===== src/rtl/sap_alu_pkg.sv =====
// Shared types for the SAP ALU: opcode encoding, flag bit positions, sequencer states.
package sap_alu_pkg;

  typedef enum logic [3:0] {
    OP_ADD  = 4'd0,
    OP_SUB  = 4'd1,
    OP_AND  = 4'd2,
    OP_OR   = 4'd3,
    OP_XOR  = 4'd4,
    OP_INC  = 4'd5,
    OP_DEC  = 4'd6,
    OP_CMP  = 4'd7,
    OP_MULL = 4'd8
  } op_t;

  localparam int FLAG_Z = 3;
  localparam int FLAG_N = 2;
  localparam int FLAG_C = 1;
  localparam int FLAG_V = 0;

  typedef enum logic {
    IDLE = 1'b0,
    MUL  = 1'b1
  } state_t;

  // Opcodes 0..7 finish in the cycle EXEC is sampled.
  function automatic logic is_single_op(input logic [3:0] op);
    return (op <= 4'(OP_CMP));
  endfunction

endpackage


===== src/rtl/sap_alu_if.sv =====
// W-bus side of the ALU: load/execute controls in, accumulator, flags and status pulses out.
// EXEC/LA/LB are sampled on a rising edge only while BUSY is low; VALID and ILLEGAL are single-cycle pulses.
interface sap_alu_if #(
  parameter int WIDTH = 8
);
  logic [WIDTH-1:0] BUS_IN;
  logic             LA;
  logic             LB;
  logic [3:0]       OP;
  logic             EXEC;
  logic             EU;
  logic [WIDTH-1:0] BUS_OUT;
  logic [WIDTH-1:0] ACC;
  logic [3:0]       FLAGS;
  logic             BUSY;
  logic             VALID;
  logic             ILLEGAL;

  modport master (
    output BUS_IN, LA, LB, OP, EXEC, EU,
    input  BUS_OUT, ACC, FLAGS, BUSY, VALID, ILLEGAL
  );

  modport slave (
    input  BUS_IN, LA, LB, OP, EXEC, EU,
    output BUS_OUT, ACC, FLAGS, BUSY, VALID, ILLEGAL
  );
endinterface


===== src/rtl/sap_alu_core.sv =====
// Combinational adder-subtractor and logic unit for every single-cycle opcode.
// All arithmetic goes through one adder as a + addend + cin, so C=1 on subtract means no borrow.
module sap_alu_core
  import sap_alu_pkg::*;
#(
  parameter int WIDTH = 8
) (
  input  logic [WIDTH-1:0] a,
  input  logic [WIDTH-1:0] b,
  input  logic [3:0]       op,
  output logic [WIDTH-1:0] result,
  output logic [3:0]       flags
);

  logic [WIDTH-1:0] addend;
  logic             cin;
  logic             use_adder;
  logic [WIDTH-1:0] logic_res;
  logic [WIDTH:0]   sum;

  always_comb begin
    addend    = b;
    cin       = 1'b0;
    use_adder = 1'b1;
    logic_res = '0;
    case (op)
      OP_ADD: begin
        addend = b;
      end
      OP_SUB, OP_CMP: begin
        addend = ~b;
        cin    = 1'b1;
      end
      OP_INC: begin
        addend = '0;
        cin    = 1'b1;
      end
      // a + ~1 + 1 keeps DEC on the same borrow convention as SUB.
      OP_DEC: begin
        addend = ~WIDTH'(1);
        cin    = 1'b1;
      end
      OP_AND: begin
        use_adder = 1'b0;
        logic_res = a & b;
      end
      OP_OR: begin
        use_adder = 1'b0;
        logic_res = a | b;
      end
      OP_XOR: begin
        use_adder = 1'b0;
        logic_res = a ^ b;
      end
      default: begin
        use_adder = 1'b0;
        logic_res = '0;
      end
    endcase

    sum    = {1'b0, a} + {1'b0, addend} + {{WIDTH{1'b0}}, cin};
    result = use_adder ? sum[WIDTH-1:0] : logic_res;

    flags         = '0;
    flags[FLAG_Z] = (result == '0);
    flags[FLAG_N] = result[WIDTH-1];
    flags[FLAG_C] = use_adder & sum[WIDTH];
    flags[FLAG_V] = use_adder & (a[WIDTH-1] == addend[WIDTH-1]) &
                    (sum[WIDTH-1] != a[WIDTH-1]);
  end

endmodule


===== src/rtl/sap_alu_seq.sv =====
// Registered SAP ALU: A/B/FLAGS registers, IDLE/MUL sequencer and a WIDTH-step shift-add multiplier.
// Single-cycle ops write back on the EXEC edge; MULL writes back after WIDTH busy cycles.
module sap_alu_seq
  import sap_alu_pkg::*;
#(
  parameter int WIDTH  = 8,
  parameter bit MUL_EN = 1'b1
) (
  input  logic     CLK,
  input  logic     CLR_N,
  sap_alu_if.slave alu,
  output state_t   dbg_state
);

  localparam int CNT_W = $clog2(WIDTH);

  state_t             state_q, state_d;
  logic [WIDTH-1:0]   a_q, a_d;
  logic [WIDTH-1:0]   b_q, b_d;
  logic [3:0]         flags_q, flags_d;
  logic               valid_q, valid_d;
  logic               illegal_q, illegal_d;
  logic [CNT_W-1:0]   cnt_q, cnt_d;
  logic [2*WIDTH-1:0] mcand_q, mcand_d;
  logic [2*WIDTH-1:0] prod_q, prod_d;
  logic [WIDTH-1:0]   mplier_q, mplier_d;

  logic [WIDTH-1:0]   core_result;
  logic [3:0]         core_flags;
  logic [2*WIDTH-1:0] prod_step;
  logic               op_single;
  logic               op_mull;
  logic               op_writes_a;
  logic               mul_start;
  logic               mul_last;

  sap_alu_core #(.WIDTH(WIDTH)) u_core (
    .a      (a_q),
    .b      (b_q),
    .op     (alu.OP),
    .result (core_result),
    .flags  (core_flags)
  );

  assign op_single   = is_single_op(alu.OP);
  assign op_mull     = MUL_EN && (alu.OP == 4'(OP_MULL));
  assign op_writes_a = op_single && (alu.OP != 4'(OP_CMP));
  assign mul_start   = (state_q == IDLE) && alu.EXEC && op_mull;
  assign mul_last    = (state_q == MUL) && (cnt_q == CNT_W'(WIDTH - 1));
  assign prod_step   = prod_q + (mplier_q[0] ? mcand_q : '0);

  // Sequencer: state register.
  always_ff @(posedge CLK or negedge CLR_N) begin
    if (!CLR_N) begin
      state_q <= IDLE;
    end else begin
      state_q <= state_d;
    end
  end

  // Sequencer: next state.
  always_comb begin
    state_d = state_q;
    case (state_q)
      IDLE:    if (mul_start) state_d = MUL;
      MUL:     if (mul_last)  state_d = IDLE;
      default: state_d = IDLE;
    endcase
  end

  // Sequencer: outputs.
  always_comb begin
    alu.BUSY  = (state_q == MUL);
    dbg_state = state_q;
  end

  always_comb begin
    a_d       = a_q;
    b_d       = b_q;
    flags_d   = flags_q;
    valid_d   = 1'b0;
    illegal_d = 1'b0;
    cnt_d     = cnt_q;
    mcand_d   = mcand_q;
    prod_d    = prod_q;
    mplier_d  = mplier_q;

    case (state_q)
      IDLE: begin
        if (alu.LA) a_d = alu.BUS_IN;
        if (alu.LB) b_d = alu.BUS_IN;
        if (alu.EXEC) begin
          // Ops that own A's write-back override a same-cycle LA; B always sees its old value.
          if (op_single) begin
            if (op_writes_a) a_d = core_result;
            flags_d = core_flags;
            valid_d = 1'b1;
          end else if (op_mull) begin
            a_d      = a_q;
            cnt_d    = '0;
            mcand_d  = {{WIDTH{1'b0}}, a_q};
            mplier_d = b_q;
            prod_d   = '0;
          end else begin
            illegal_d = 1'b1;
          end
        end
      end
      MUL: begin
        prod_d   = prod_step;
        mcand_d  = mcand_q << 1;
        mplier_d = mplier_q >> 1;
        cnt_d    = cnt_q + CNT_W'(1);
        if (mul_last) begin
          a_d            = prod_step[WIDTH-1:0];
          flags_d        = '0;
          flags_d[FLAG_Z] = (prod_step[WIDTH-1:0] == '0);
          flags_d[FLAG_N] = prod_step[WIDTH-1];
          flags_d[FLAG_C] = |prod_step[2*WIDTH-1:WIDTH];
          valid_d        = 1'b1;
        end
      end
      default: begin
        a_d = a_q;
      end
    endcase
  end

  always_ff @(posedge CLK or negedge CLR_N) begin
    if (!CLR_N) begin
      a_q       <= '0;
      b_q       <= '0;
      flags_q   <= '0;
      valid_q   <= 1'b0;
      illegal_q <= 1'b0;
      cnt_q     <= '0;
      mcand_q   <= '0;
      prod_q    <= '0;
      mplier_q  <= '0;
    end else begin
      a_q       <= a_d;
      b_q       <= b_d;
      flags_q   <= flags_d;
      valid_q   <= valid_d;
      illegal_q <= illegal_d;
      cnt_q     <= cnt_d;
      mcand_q   <= mcand_d;
      prod_q    <= prod_d;
      mplier_q  <= mplier_d;
    end
  end

  assign alu.BUS_OUT = alu.EU ? a_q : '0;
  assign alu.ACC     = a_q;
  assign alu.FLAGS   = flags_q;
  assign alu.VALID   = valid_q;
  assign alu.ILLEGAL = illegal_q;

endmodule


===== src/flat_wrapper.sv =====
// flat-port wrapper written by rule: the top's interface ports become plain ports
module sap_alu_seq_flat import sap_alu_pkg::*;
#(
  parameter int WIDTH  = 8,
  parameter bit MUL_EN = 1'b1
)
  (CLK, CLR_N, dbg_state, alu_BUS_IN, alu_LA, alu_LB, alu_OP, alu_EXEC, alu_EU, alu_BUS_OUT, alu_ACC, alu_FLAGS, alu_BUSY, alu_VALID, alu_ILLEGAL);
  sap_alu_if #(.WIDTH(WIDTH)) alu_i ();
  input  logic CLK;
  input  logic CLR_N;
  output state_t dbg_state;
  input wire logic [$bits(alu_i.BUS_IN)-1:0] alu_BUS_IN;
  input wire logic [$bits(alu_i.LA)-1:0] alu_LA;
  input wire logic [$bits(alu_i.LB)-1:0] alu_LB;
  input wire logic [$bits(alu_i.OP)-1:0] alu_OP;
  input wire logic [$bits(alu_i.EXEC)-1:0] alu_EXEC;
  input wire logic [$bits(alu_i.EU)-1:0] alu_EU;
  output wire logic [$bits(alu_i.BUS_OUT)-1:0] alu_BUS_OUT;
  output wire logic [$bits(alu_i.ACC)-1:0] alu_ACC;
  output wire logic [$bits(alu_i.FLAGS)-1:0] alu_FLAGS;
  output wire logic [$bits(alu_i.BUSY)-1:0] alu_BUSY;
  output wire logic [$bits(alu_i.VALID)-1:0] alu_VALID;
  output wire logic [$bits(alu_i.ILLEGAL)-1:0] alu_ILLEGAL;
  assign alu_i.BUS_IN = alu_BUS_IN;
  assign alu_i.LA = alu_LA;
  assign alu_i.LB = alu_LB;
  assign alu_i.OP = alu_OP;
  assign alu_i.EXEC = alu_EXEC;
  assign alu_i.EU = alu_EU;
  assign alu_BUS_OUT = alu_i.BUS_OUT;
  assign alu_ACC = alu_i.ACC;
  assign alu_FLAGS = alu_i.FLAGS;
  assign alu_BUSY = alu_i.BUSY;
  assign alu_VALID = alu_i.VALID;
  assign alu_ILLEGAL = alu_i.ILLEGAL;
  sap_alu_seq #(.WIDTH(WIDTH), .MUL_EN(MUL_EN)) u_core (.CLK(CLK), .CLR_N(CLR_N), .alu(alu_i), .dbg_state(dbg_state));
endmodule

===== config.mk =====
export PLATFORM = sky130hd
export DESIGN_NAME = sap_alu_seq_flat
export DESIGN_NICKNAME = d
export VERILOG_FILES = /design/src/rtl/sap_alu_pkg.sv /design/src/rtl/sap_alu_if.sv /design/src/rtl/sap_alu_core.sv /design/src/rtl/sap_alu_seq.sv /design/src/flat_wrapper.sv
export SDC_FILE = /design/constraint.sdc
export NUM_CORES = 1
export LEC_CHECK = 0
export BUFFER_PORTS_ARGS = -buffer_cell sky130_fd_sc_hd__buf_4
export CORE_ASPECT_RATIO = 0.9
export CORE_MARGIN = 4
export CORE_UTILIZATION = 65
export CTS_CLUSTER_DIAMETER = 100
export CTS_CLUSTER_SIZE = 30
export DETAILED_ROUTE_END_ITERATION = 10
export PLACE_DENSITY = 0.86
export SYNTH_ARGS = -nofsm -noshare
export SYNTH_HDL_FRONTEND = slang
export SYNTH_SLANG_ARGS = --single-unit

===== constraint.sdc =====
create_clock -name CLK -period 4.8 [get_ports CLK]
set_input_delay 0.48 -clock CLK [delete_from_list [all_inputs] [get_ports CLK]]
set_output_delay 0.48 -clock CLK [all_outputs]
set_load 0.01 [all_outputs]

=== Word-level counts from Yosys, hierarchy flattened ===
Cells that the tools add are included.

* $add $sub $neg: 4
* $mul: 0
* Div/mod/pow operators: 0
* $lt $le $gt $ge: 1
* Equality and inequality tests: 18
* Shift operators: 0
* Multiplexer cells: 45
* Bitwise logic cells: 8
* Reductions and logical operators: 15

{| class="wikitable"
|+ Operators with widths
! kind !! count
|-
| $mux W16 || 7
|-
| $mux W8 || 11
|-
| $pmux W16 S2 || 2
|-
| $pmux W8 S3 || 2
|-
| $pmux W8 S2 || 2
|-
| $add A16 B16 Y16 || 1
|-
| $eq A4 B3 Y1 const B || 4
|-
| $logic_not A8 Y1 || 2
|-
| $mux W4 || 3
|-
| $mux W1 || 11
|-
| $add A8 B8 Y9 || 1
|-
| $add A9 B1 Y9 || 1
|-
| $mux W3 || 3
|-
| $and A8 B8 Y8 || 1
|-
| $eq A4 B2 Y1 const B || 2
|-
| $ne A4 B3 Y1 const B || 2
|-
| $not A8 Y8 || 1
|-
| $or A8 B8 Y8 || 1
|-
| $pmux W4 S2 || 1
|-
| $reduce_or A8 Y1 || 1
|-
| $xor A8 B8 Y8 || 1
|-
| $ne A2 B2 Y1 const B || 3
|-
| $pmux W3 S2 || 1
|-
| $reduce_and A3 Y1 || 2
|-
| 17 further kinds || 25
|}

* Flip-flop bits (word level): 66
* Bits in latches: 0
* RAM bits: 0
* ROM bits: 0
* Bits of input ports: 18
* Output and inout bits: 24
* Word-level logic and storage cells: 101
* Memories: 0

=== Depth between registers and ports, before layout ===
Gate-level depths: netlist (run 1).

* Word-level depth: 10
* Gate-level depth with buffers: 16
* Depth with buffers taken out: 15

=== Hierarchy ===
A second synthesis (run 1) with hierarchy kept.

* Cell total of the unflattened synthesis: 572
* Area, all modules: 5072.4 µm²

{| class="wikitable"
|+ Modules (own cells, without submodules)
! module !! times used !! cells each !! area an instance (µm²) !! seq. area each (µm²)
|-
| sap_alu_seq || 1 || 429 || 3985.1 || 1651.6
|-
| sap_alu_core || 1 || 143 || 1087.3 || 0.0
|}

=== Worst setup path before layout (run 1) ===
OpenSTA, ideal clock, no wires.

* Path kind: input to register
* Start point: input alu_OP[0]
* End point: register u_core.a_q[6], in the netlist u_core.alu.ACC[6]
* Arrival time: 3.359 ns
* Data required time: 4.670 ns
* Path slack: 1.311 ns
* Cell stages on the path: 15
* Path through: clkbuf_1 clkbuf_1 nand2b_1 o21ai_0 o21ai_0 fa_1 fa_1 nor2b_1 o21ai_0 a21boi_0 o21a_1 o21ai_0 a311oi_1 a211o_1 a31oi_1

* Cells in the longest elaborated chain, start to end: 10

{| class="wikitable"
|+ RTL lines
! item !! line !! text
|-
| start: declaration || flat_wrapper.sv:15 || <nowiki>input wire logic [$bits(alu_i.OP)-1:0] alu_OP;</nowiki>
|-
| $eq A4 B1 Y1 / $eq A4 B3 Y1 (equally long branches) || sap_alu_core.sv:26 || <nowiki>case (op)</nowiki>
|-
| $reduce_or A2 Y1 || sap_alu_core.sv:26 ||
|-
| $pmux W8 S3 || sap_alu_core.sv:26 ||
|-
| $add A8 B8 Y9 || sap_alu_core.sv:61 || <nowiki>sum = {1'b0, a} + {1'b0, addend} + {{WIDTH{1'b0}}, cin};</nowiki>
|-
| $add A9 B1 Y9 || sap_alu_core.sv:61 ||
|-
| $mux W8 || sap_alu_core.sv:62 || <nowiki>result = use_adder ? sum[WIDTH-1:0] : logic_res;</nowiki>
|-
| $mux W8 || sap_alu_seq.sv:95 || <nowiki>if (op_writes_a) a_d = core_result;</nowiki>
|-
| $mux W8 || sap_alu_seq.sv:94 || <nowiki>if (op_single) begin</nowiki>
|-
| $mux W8 || sap_alu_seq.sv:92 || <nowiki>if (alu.EXEC) begin</nowiki>
|-
| $pmux W8 S2 || sap_alu_seq.sv:88 || <nowiki>case (state_q)</nowiki>
|-
| end signal: assignment || sap_alu_seq.sv:131 || <nowiki>a_q <= '0;</nowiki>
|-
| end signal: assignment || sap_alu_seq.sv:141 || <nowiki>a_q <= a_d;</nowiki>
|-
| end: declaration || sap_alu_seq.sv:18 || <nowiki>logic [WIDTH-1:0] a_q, a_d;</nowiki>
|}

Several ways; a longest one is shown, not always the timed one.
A chain may end at the register's enable or synchronous reset.

=== Worst setup path after layout (run 1) ===
* Start point: register u_core.mplier_q[0]
* End point: register u_core.flags_q[1], in the netlist u_core.alu.FLAGS[1]

* Cells in the longest elaborated chain, start to end: 5

{| class="wikitable"
|+ RTL lines
! item !! line !! text
|-
| start: declaration || sap_alu_seq.sv:26 || <nowiki>logic [WIDTH-1:0] mplier_q, mplier_d;</nowiki>
|-
| start signal: assignment || sap_alu_seq.sv:149 || <nowiki>mplier_q <= mplier_d;</nowiki>
|-
| $mux W16 || sap_alu_seq.sv:50 || <nowiki>assign prod_step = prod_q + (mplier_q[0] ? mcand_q : '0);</nowiki>
|-
| $add A16 B16 Y16 || sap_alu_seq.sv:50 ||
|-
| $reduce_or A8 Y1 || sap_alu_seq.sv:119 || <nowiki>flags_d[FLAG_C] = |prod_step[2*WIDTH-1:WIDTH];</nowiki>
|-
| $mux W4 || sap_alu_seq.sv:114 || <nowiki>if (mul_last) begin</nowiki>
|-
| $pmux W4 S2 || sap_alu_seq.sv:88 ||
|-
| end signal: assignment || sap_alu_seq.sv:143 || <nowiki>flags_q <= flags_d;</nowiki>
|-
| end: declaration || sap_alu_seq.sv:20 || <nowiki>logic [3:0] flags_q, flags_d;</nowiki>
|}

Every way passes these cells. The select of a mux whose other input is x is not followed.

==> impl_metrics.ini, run 1 <==
[timing]
whs_ns = 0.227
tightest_slew_ns = 1.05
rsz0062_at_grt = false
max-slew-margin-rel_pct = 29.3
period_share_pct = 70.6
tns_ns = 0
skew_ns = 0.0124
report.final.slew_viol_count = 0
max_freq_mhz = 295
setup_viol = 0
period_minus_slack_ns = 3.39
finalHoldViolCount = 0

[synthesis]
syn_area_um2 = 4680
synth_top_family_by_area = compound AO/OA/AOI/OAI gates
syn_nets = 610
synth_fa_ha_area_share_pct = 12.0
synth_area_leaders = dfrtp_1 (35%), ha_1 (11%), nand2_1 (7.1%)
ys_ff_latch = 66
syn_inst = 549
async_flop_share_pct = 100
synth.area.mux_share_pct = 5.16
synth_edf_count = 0
synth-compound-area-share_pct = 20.6
syn_avg_cell_area_um2 = 8.52
yosysWarnings = 0
yosysTopAreaCell = dfrtp_1
ys_seq_area_share_pct = 35.3
yosys.area_share.simple_pct = 19.7
synth_cell_type_count = 55
synth_ff_type = dfrtp_1
synth_xor_area_share_pct = 3.18
yosys.area.top_type_share_pct = 35.3

[clocking]
ctsHtreeMaxLevel = 3
ctsResizeCount = 0
hold_buffers = 0
clk-insertion-delay-late_ns = 0.35
clkTransAtPathRegs_ns = 0.08
cts_tree = built
clockRootBuffer = clkbuf_8
post_cts_buffers = 0
cts_made_buffers = 9
clock_sinks = 66
clock_path_buffers = 2

[power]
ir_drop_mv = 0.351
intPower_uw = 1650
p_switching_uw = 1370
p_comb_share_pct = 48.8
p_clk_share_pct = 15.9
p_sw_share_pct = 45.3
p_leak_uw = 0.00253
pwr_density_cell_nw_per_um2 = 579
pwr-share-seq_pct = 35.3

[worst_hold_path]
hold_class = input pin to async pin

[critical_path]
worstPathMaxFanout = 17
critPathCaptureType = register
start_kind = register
critPathRequiredTime_ns = 5.01
r2r_setup_slack_ns = 1.41
r2r-start = u_core.mplier_q[0]
reg2reg_to = u_core.alu.FLAGS[1]
cp_data_arrival_time_ns = 3.60
crit_type = register to register
reg2regPathDepth = 11

[detailed_routing]
drt_iter0_markers = 308
routed_wl_um = 12200
routed_via_density = 6.25
drc = 0
first_pass_iters = 5
vias = 4223
detail-route-antenna-nets = 0
routedWlPerCell_um = 18.1

[die]
core_area_um2 = 7040
row_count = 29
io-pin-count = 42
fp.dieW_um = 97.4
die-area_um2 = 8620
die_h_um = 88.5
start_util_pct = 66.4

[global_route]
grt_max_degree = 67
grt_overflow = 0
grt_first_pass_wirelength_um = 19600
grt_pass1_vias = 3939
track_usage_pct = 28.9
antenna_found_initial = 0

[layout]
final-seq-area_um2 = 1650
fin_area_um2 = 5220
multi_input_area_um2 = 2830
fillerInstances = 514
antenna_cells = 0
final_util_pct = 74.2
fin_nets = 640
final_cell_mix = nand2_1 (89), dfrtp_1 (65), o21ai_0 (55)
areaGrowthSynthToFinish_pct = 11.7
layout-drive-gt1-share_pct = 11.5
mostFrequentLayoutCell = nand2_1
fin_cells = 676

[run_status]
status = completed

[placement]
place_inst = 661
dp_hpwl_um = 8990
numPortBuffers = 41
placed_area_um2 = 5030
place_congestion = 1.02

[flow_run]
cap_violations = 0
routing by layer:
layer  GRT usage [%]  up-vias  wire length, um
met3            5.52       36              901
met2            48.0      194             5650
met5               0        -                0
met4            11.7        0              335
met1            37.9     2001             5350
li1                -     1992                -
cells in the mapped netlist (2+ instances only):
cell / n
buf_1: 5
and2_1: 25
or4_1: 3
nor3_1: 9
a31oi_1: 8
nor2b_1: 5
nor2_1: 35
nand3_1: 8
a211oi_1: 10
nand2_1: 89
o21a_1: 3
o22ai_1: 4
a22oi_1: 5
nor4_1: 4
a21oi_1: 31
nand2b_1: 7
mux2i_1: 23
inv_1: 24
dfrtp_1: 66
a22o_1: 5
fa_1: 3
xor2_1: 6
a221oi_1: 3
o211a_1: 4
nand4_1: 2
ha_1: 40
o21ai_0: 55
a21boi_0: 3
xnor2_1: 11
nor3b_1: 3
or3_1: 3
a21o_1: 4
clkbuf_1: 19
o31ai_1: 3
power groups by stage:
stage | combinational [uW] | clock, uW | sequential [uW]
after global placement | 1390 | 0 | 1060
final | 1480 | 480 | 1070
after floorplan | 1040 | 0 | 958
after CTS | 1460 | 485 | 1060
after detailed placement | 1440 | 0 | 1070
after global routing | 1630 | 512 | 1100
area by class of cell:
class | instances | area share (%)
multi-input combinational | 433 | 54.3
sequential | 66 | 31.7
timing repair buffer | 44 | 6.33
clock buffer | 12 | 2.97
tap | 93 | 2.23
inverter | 25 | 1.80
clock inverter | 3 | 0.767
flip-flops by register name (all words and copies together) (netlist names):
register and flops:
u_core.mcand_q 16, u_core.prod_q 16, u_core.alu.ACC 8, u_core.b_q 8
u_core.mplier_q 8, u_core.alu.FLAGS 4, u_core.cnt_q 3, u_core.alu.BUSY 1
u_core.alu.ILLEGAL 1, u_core.alu.VALID 1
through the flow:
stage	worst slack (ns)	total power (uW)
after floorplan	1.31	2000
after global placement	1.31	2450
after detailed placement	1.20	2510
after CTS	1.43	3000
after global routing	1.21	3240
final	1.41	3020
how the worst max path moves through the flow:
stage | endpoint | depth (start not counted) | from | slack (ns)
4_1_cts | u_core.alu.FLAGS[1] | 11 | u_core.mplier_q[0] | 1.43
3_3_place_gp | u_core.alu.ACC[7] | 15 | alu_OP[1] | 1.31
6_report | u_core.alu.FLAGS[1] | 11 | u_core.mplier_q[0] | 1.41
2_1_floorplan | u_core.alu.ACC[6] | 15 | alu_OP[0] | 1.31
3_5_place_dp | u_core.alu.ACC[7] | 15 | alu_OP[1] | 1.20
5_1_grt | u_core.alu.FLAGS[1] | 11 | u_core.mplier_q[0] | 1.21
cell families (layout without fill, tap and decap cells):
group / Yosys count / count (layout)
AND/OR/NAND/NOR: 197 / 197
AO/OA/AOI/OAI: 152 / 152
flip-flops: 66 / 66
buffers and inverters: 50 / 84
adder cells (fa/ha/maj): 43 / 43
multiplexers: 24 / 24
XOR/XNOR: 17 / 17
critical path, stage by stage (launching register included):
cell      delay, ns
dfrtp_1        0.55
and2_1         0.23
ha_1           0.20
fa_1           0.42
a21o_1         0.22
a221oi_2       0.27
nor3_2         0.12
a31oi_4        0.22
xnor2_1        0.10
or4_1          0.52
nor4_1         0.28
a31oi_1        0.12
Power figures use the tool's default switching activity.
==> run 2: changes to the inputs <==
--- a/config.mk
+++ b/config.mk
@@ -8,11 +8,11 @@
 export BUFFER_PORTS_ARGS = -buffer_cell sky130_fd_sc_hd__buf_4
 export CORE_ASPECT_RATIO = 0.9
 export CORE_MARGIN = 4
-export CORE_UTILIZATION = 65
+export CORE_UTILIZATION = 60
 export CTS_CLUSTER_DIAMETER = 100
 export CTS_CLUSTER_SIZE = 30
 export DETAILED_ROUTE_END_ITERATION = 10
-export PLACE_DENSITY = 0.86
+export PLACE_DENSITY = 0.8
 export SYNTH_ARGS = -nofsm -noshare
 export SYNTH_HDL_FRONTEND = slang
 export SYNTH_SLANG_ARGS = --single-unit
==> constraint.sdc (replaced) <==
create_clock -name CLK -period 3.5 [get_ports CLK]
set_input_delay 0.35 -clock CLK [delete_from_list [all_inputs] [get_ports CLK]]
set_output_delay 0.35 -clock CLK [all_outputs]
set_load 0.01 [all_outputs]
==> impl_metrics.ini, run 2 (synthesized netlist as in run 1, its figures left out) <==
[run_status]
status = completed

[clocking]
cts_made_buffers = 9
clock_path_buffers = 2
clk-insertion-delay-late_ns = 0.34
ctsHtreeMaxLevel = 3
clkTransAtPathRegs_ns = 0.07
cts_tree = built
clockRootBuffer = clkbuf_8
clock_sinks = 66
post_cts_buffers = 0

[die]
io-pin-count = 42
fp.dieW_um = 101
core_area_um2 = 7540
die_h_um = 91.7
die-area_um2 = 9270
start_util_pct = 62.0
row_count = 30

[power]
pwr_density_cell_nw_per_um2 = 792
ir_drop_mv = 0.523
p_leak_uw = 0.00255

[placement]
dp_hpwl_um = 8760
place_congestion = 0.985
numPortBuffers = 41
place_inst = 667

[detailed_routing]
vias = 4162
routed_wl_um = 12000
routed_via_density = 6.09
drt_iter0_markers = 265
routedWlPerCell_um = 17.6
drc = 0
first_pass_iters = 5
detail-route-antenna-nets = 0

[timing]
tightest_slew_ns = 0.990
setup_viol = 0
report.final.slew_viol_count = 0
period_minus_slack_ns = 3.29
rsz0062_at_grt = false
max-slew-margin-rel_pct = 33.8
tns_ns = 0
finalHoldViolCount = 0
max_freq_mhz = 304
skew_ns = 0.0106
period_share_pct = 94.1

[global_route]
grt_first_pass_wirelength_um = 20000
grt_max_degree = 76
grt_pass1_vias = 4034
antenna_found_initial = 0
grt_overflow = 0
track_usage_pct = 26.9

[critical_path]
cp.buffers_inverters = 0
crit_family = simple AND/OR/NAND/NOR gates
worstPathMaxFanout = 17
critPathRequiredTime_ns = 3.71
slowest_delay_ns = 0.51
start_kind = register
path_cells = and2_1, ha_1, fa_1, a21o_1, a221oi_2, nor3_2, a31oi_4, xnor2_1, or4_1, nor4_1, a31oi_1
reg2reg_to = u_core.alu.FLAGS[1]
critPathCaptureType = register
crit_type = register to register
critPathSlowestCell = dfrtp_2
reg2regPathDepth = 11
cp_data_arrival_time_ns = 3.50
r2r-start = u_core.mplier_q[0]
r2r_setup_slack_ns = 0.21

[layout]
antenna_cells = 0
mostFrequentLayoutCell = nand2_1
top_regs = u_core.mcand_q: 16 flops, u_core.prod_q: 16 flops
final_cell_mix = nand2_1 (89), dfrtp_1 (64), o21ai_0 (55)
fin_nets = 643
layout-drive-gt1-share_pct = 12.1
fin_cells = 683
areaGrowthSynthToFinish_pct = 12.6

[flow_run]
cap_violations = 0

[worst_hold_path]
hold_class = input pin to async pin
-- run 2: changes by cell type in the layout (fill, tap and decap cells not counted), sizes merged --
cell,delta
buf,+3
bufinv,+1
clkbuf,-1
clkinv,+1
-- run 2: layout make-up --
cell class	instances	area, um2
repair buffers	47	353
flip-flops and latches	66	1650
well taps	96	120
clock buffers	11	131
multi-input cells	433	2830
clock inverters	5	78.8
inverters	25	93.8
fillers	629	2280
-- run 2: timing repair --
item | 4_1_cts | 5_1_grt
setup endpoints to repair | 0 | 1
gates resized for setup | 0 | 2
hold buffers | 0 | 0
-- run 2: routing by layer --
layer  track usage (%)  vias to the layer above  share of wire (%)
met1              37.5                     2000                 45
li1                  -                     2000                  -
met5                 0                        -                  0
met3              5.78                       22                6.7
met4              8.08                        0                2.1
met2              41.7                      140                 46
-- run 2: where the power goes --
part	leakage, uW	switching [uW]	internal [uW]
combinational	0.00158	1190	858
clock	0.000107	303	401
sequential	0.000861	362	1060
total	0.00255	1860	2310
-- run 2: worst max path at each step --
| stage | start | to | slack [ns] | cells after the start |
|---|---|---|---|---|
| after floorplan | alu_OP[0] | u_core.alu.ACC[6] | 0.14 | 15 |
| final | u_core.mplier_q[0] | u_core.alu.FLAGS[1] | 0.21 | 11 |
| after global placement | alu_OP[1] | u_core.alu.ACC[6] | 0.25 | 15 |
| after detailed placement | alu_OP[1] | u_core.alu.ACC[7] | 0.11 | 14 |
| after CTS | u_core.mplier_q[0] | u_core.alu.FLAGS[1] | 0.1 | 11 |
| after global routing | alu_OP[1] | u_core.alu.ACC[7] | 0.04 | 14 |
-- run 2: metrics by stage --
| stage | area [um2] | total power [uW] | hold WS (ns) | utilization [%] | worst slack [ns] |
|---|---|---|---|---|---|
| 2_1_floorplan | 4680 | 2740 | 0.0544 | - | 0.141 |
| 3_3_place_gp | 5050 | 3350 | 0.458 | 67.0 | 0.250 |
| 3_5_place_dp | 5050 | 3420 | 0.479 | 67.0 | 0.111 |
| 4_1_cts | 5260 | 4160 | 0.136 | 69.8 | 0.0976 |
| 5_1_grt | 5270 | 4520 | 0.163 | 69.8 | 0.0362 |
| 6_report | 5270 | 4170 | 0.106 | 69.8 | 0.208 |
==> run 3: changes to the inputs <==
==> constraint.sdc (replaced) <==
create_clock -name CLK -period 3.2 [get_ports CLK]
set_input_delay 0.32 -clock CLK [delete_from_list [all_inputs] [get_ports CLK]]
set_output_delay 0.32 -clock CLK [all_outputs]
set_load 0.01 [all_outputs]
==> impl_metrics.ini, run 3 (synthesized netlist as in run 1, its figures left out) <==
[power]
p_leak_uw = 0.00261
pwr_density_cell_nw_per_um2 = 843
ir_drop_mv = 0.458

[die]
die-area_um2 = 9270
start_util_pct = 62.0
die_h_um = 91.7
fp.dieW_um = 101
core_area_um2 = 7540
row_count = 30
io-pin-count = 42

[critical_path]
reg2regPathDepth = 11
start_kind = register
critPathCaptureType = register
critPathRequiredTime_ns = 3.42
worstPathMaxFanout = 7
slowest_delay_ns = 0.53
path_cells = and2_1, ha_1, fa_2, a21o_1, a221oi_2, nor3_2, a31oi_4, xnor2_1, or4_1, nor4_2, a31oi_1
cp.buffers_inverters = 0
r2r_setup_slack_ns = 0.12
crit_type = register to register
r2r-start = u_core.mplier_q[0]
critPathSlowestCell = or4_1
crit_family = simple AND/OR/NAND/NOR gates
cp_data_arrival_time_ns = 3.30
reg2reg_to = u_core.alu.FLAGS[1]

[clocking]
ctsHtreeMaxLevel = 3
clkTransAtPathRegs_ns = 0.08
clock_path_buffers = 2
clk-insertion-delay-late_ns = 0.35
cts_made_buffers = 9
cts_tree = built
clockRootBuffer = clkbuf_8
hold_buffers = 0
clock_sinks = 66

[detailed_routing]
drc = 0
routedWlPerCell_um = 17.6
drt_iter0_markers = 276
first_pass_iters = 4
detail-route-antenna-nets = 0
vias = 4206
routed_via_density = 6.01
routed_wl_um = 12300

[layout]
fin_cells = 700
final_cell_mix = nand2_1 (89), dfrtp_1 (65), buf_4 (64)
final_util_pct = 71.3
layout-drive-gt1-share_pct = 15.4
mostFrequentLayoutCell = nand2_1
antenna_cells = 0
top_regs = u_core.mcand_q: 16 flops, u_core.prod_q: 16 flops
fin_nets = 660
areaGrowthSynthToFinish_pct = 15.0

[global_route]
antenna_found_initial = 0
grt_max_degree = 83
grt_pass1_vias = 4146
grt_overflow = 0
grt_first_pass_wirelength_um = 20500
track_usage_pct = 27.9

[timing]
setup_viol = 0
tightest_slew_ns = 0.845
period_minus_slack_ns = 3.08
report.final.slew_viol_count = 0
rsz0062_at_grt = true
timing.final.ws_setup_ns = 0.122
tns_ns = 0
finalHoldViolCount = 0
skew_ns = 0.00534
max-slew-margin-rel_pct = 43.7
period_share_pct = 96.2
max_freq_mhz = 325

[run_status]
status = completed

[placement]
post-place-ws_ns = -0.0563
numPortBuffers = 41
place_inst = 683
dp_hpwl_um = 9060
place_congestion = 0.935

[flow_run]
cap_violations = 0

[worst_hold_path]
hold_class = input pin to async pin
[run 3: cell count changes in the layout (fill, tap and decap cells not counted), moves of 2 or more]
cell        previous run  this run
clkinvlp_4             0         3
fa_2                   0         2
fa_1                   3         1
bufinv_16              2         0
buf_4                 47        64
clkbuf_1               2         0
o21ai_0               55        53
o21ai_1                1         3
[run 3: worst reg2reg max path: stages, from the launching register on]
cell and delay (ns):
dfrtp_1 0.44, and2_1 0.17, ha_1 0.20, fa_2 0.36, a21o_1 0.21, a221oi_2 0.28
nor3_2 0.10, a31oi_4 0.17, xnor2_1 0.11, or4_1 0.53, nor4_2 0.27, a31oi_1 0.12
[run 3: cell type report]
cell class | instances | area, um2
flip-flops and latches | 66 | 1650
multi-input cells | 433 | 2850
clock inverters | 6 | 41.3
fillers | 591 | 2170
inverters | 25 | 93.8
clock buffers | 10 | 138
well taps | 96 | 120
repair buffers | 64 | 480
[run 3: per-stage QoR]
stage               hold slack [ns]  area, um2  power (uW)
floorplan                    0.0244       4680        3000
global placement              0.468       5170        3730
detailed placement            0.477       5170        3830
CTS                          0.0958       5350        4500
global route                  0.105       5380        4940
finish                       0.0591       5380        4530
[run 3: how the worst max path moves through the flow]
stage | startpoint | slack, ns | end | depth (start not counted)
final | u_core.mplier_q[0] | 0.12 | u_core.alu.FLAGS[1] | 11
after global routing | u_core.mplier_q[0] | -0.02 | u_core.alu.FLAGS[1] | 11
after CTS | u_core.mplier_q[0] | 0.02 | u_core.alu.FLAGS[1] | 12
after detailed placement | alu_OP[2] | -0.06 | u_core.alu.FLAGS[3] | 15
after global placement | alu_OP[2] | 0.08 | u_core.alu.ACC[6] | 15
after floorplan | alu_OP[0] | 0.1 | u_core.alu.ACC[6] | 15
[run 3: layer usage]
metal	vias to the layer above	GRT usage [%]	part of all wire, %
li1	2032	-	-
met1	2008	39.0	45
met2	141	42.6	47
met3	25	7.15	6.6
met4	0	8.08	1.8
met5	-	0	0
[run 3: timing repair]
action	in CTS	in global routing
gates resized for setup	0	8
endpoints found under the hold margin	0	0
setup buffers	0	1
setup endpoints to repair	0	3
[run 3: power breakdown]
part / leakage, uW / total, uW / switching [uW] / internal, uW
Clock: 0.0000847 / 646 / 345 / 302
Combinational: 0.00167 / 2360 / 1360 / 1010
Sequential: 0.000863 / 1520 / 370 / 1150
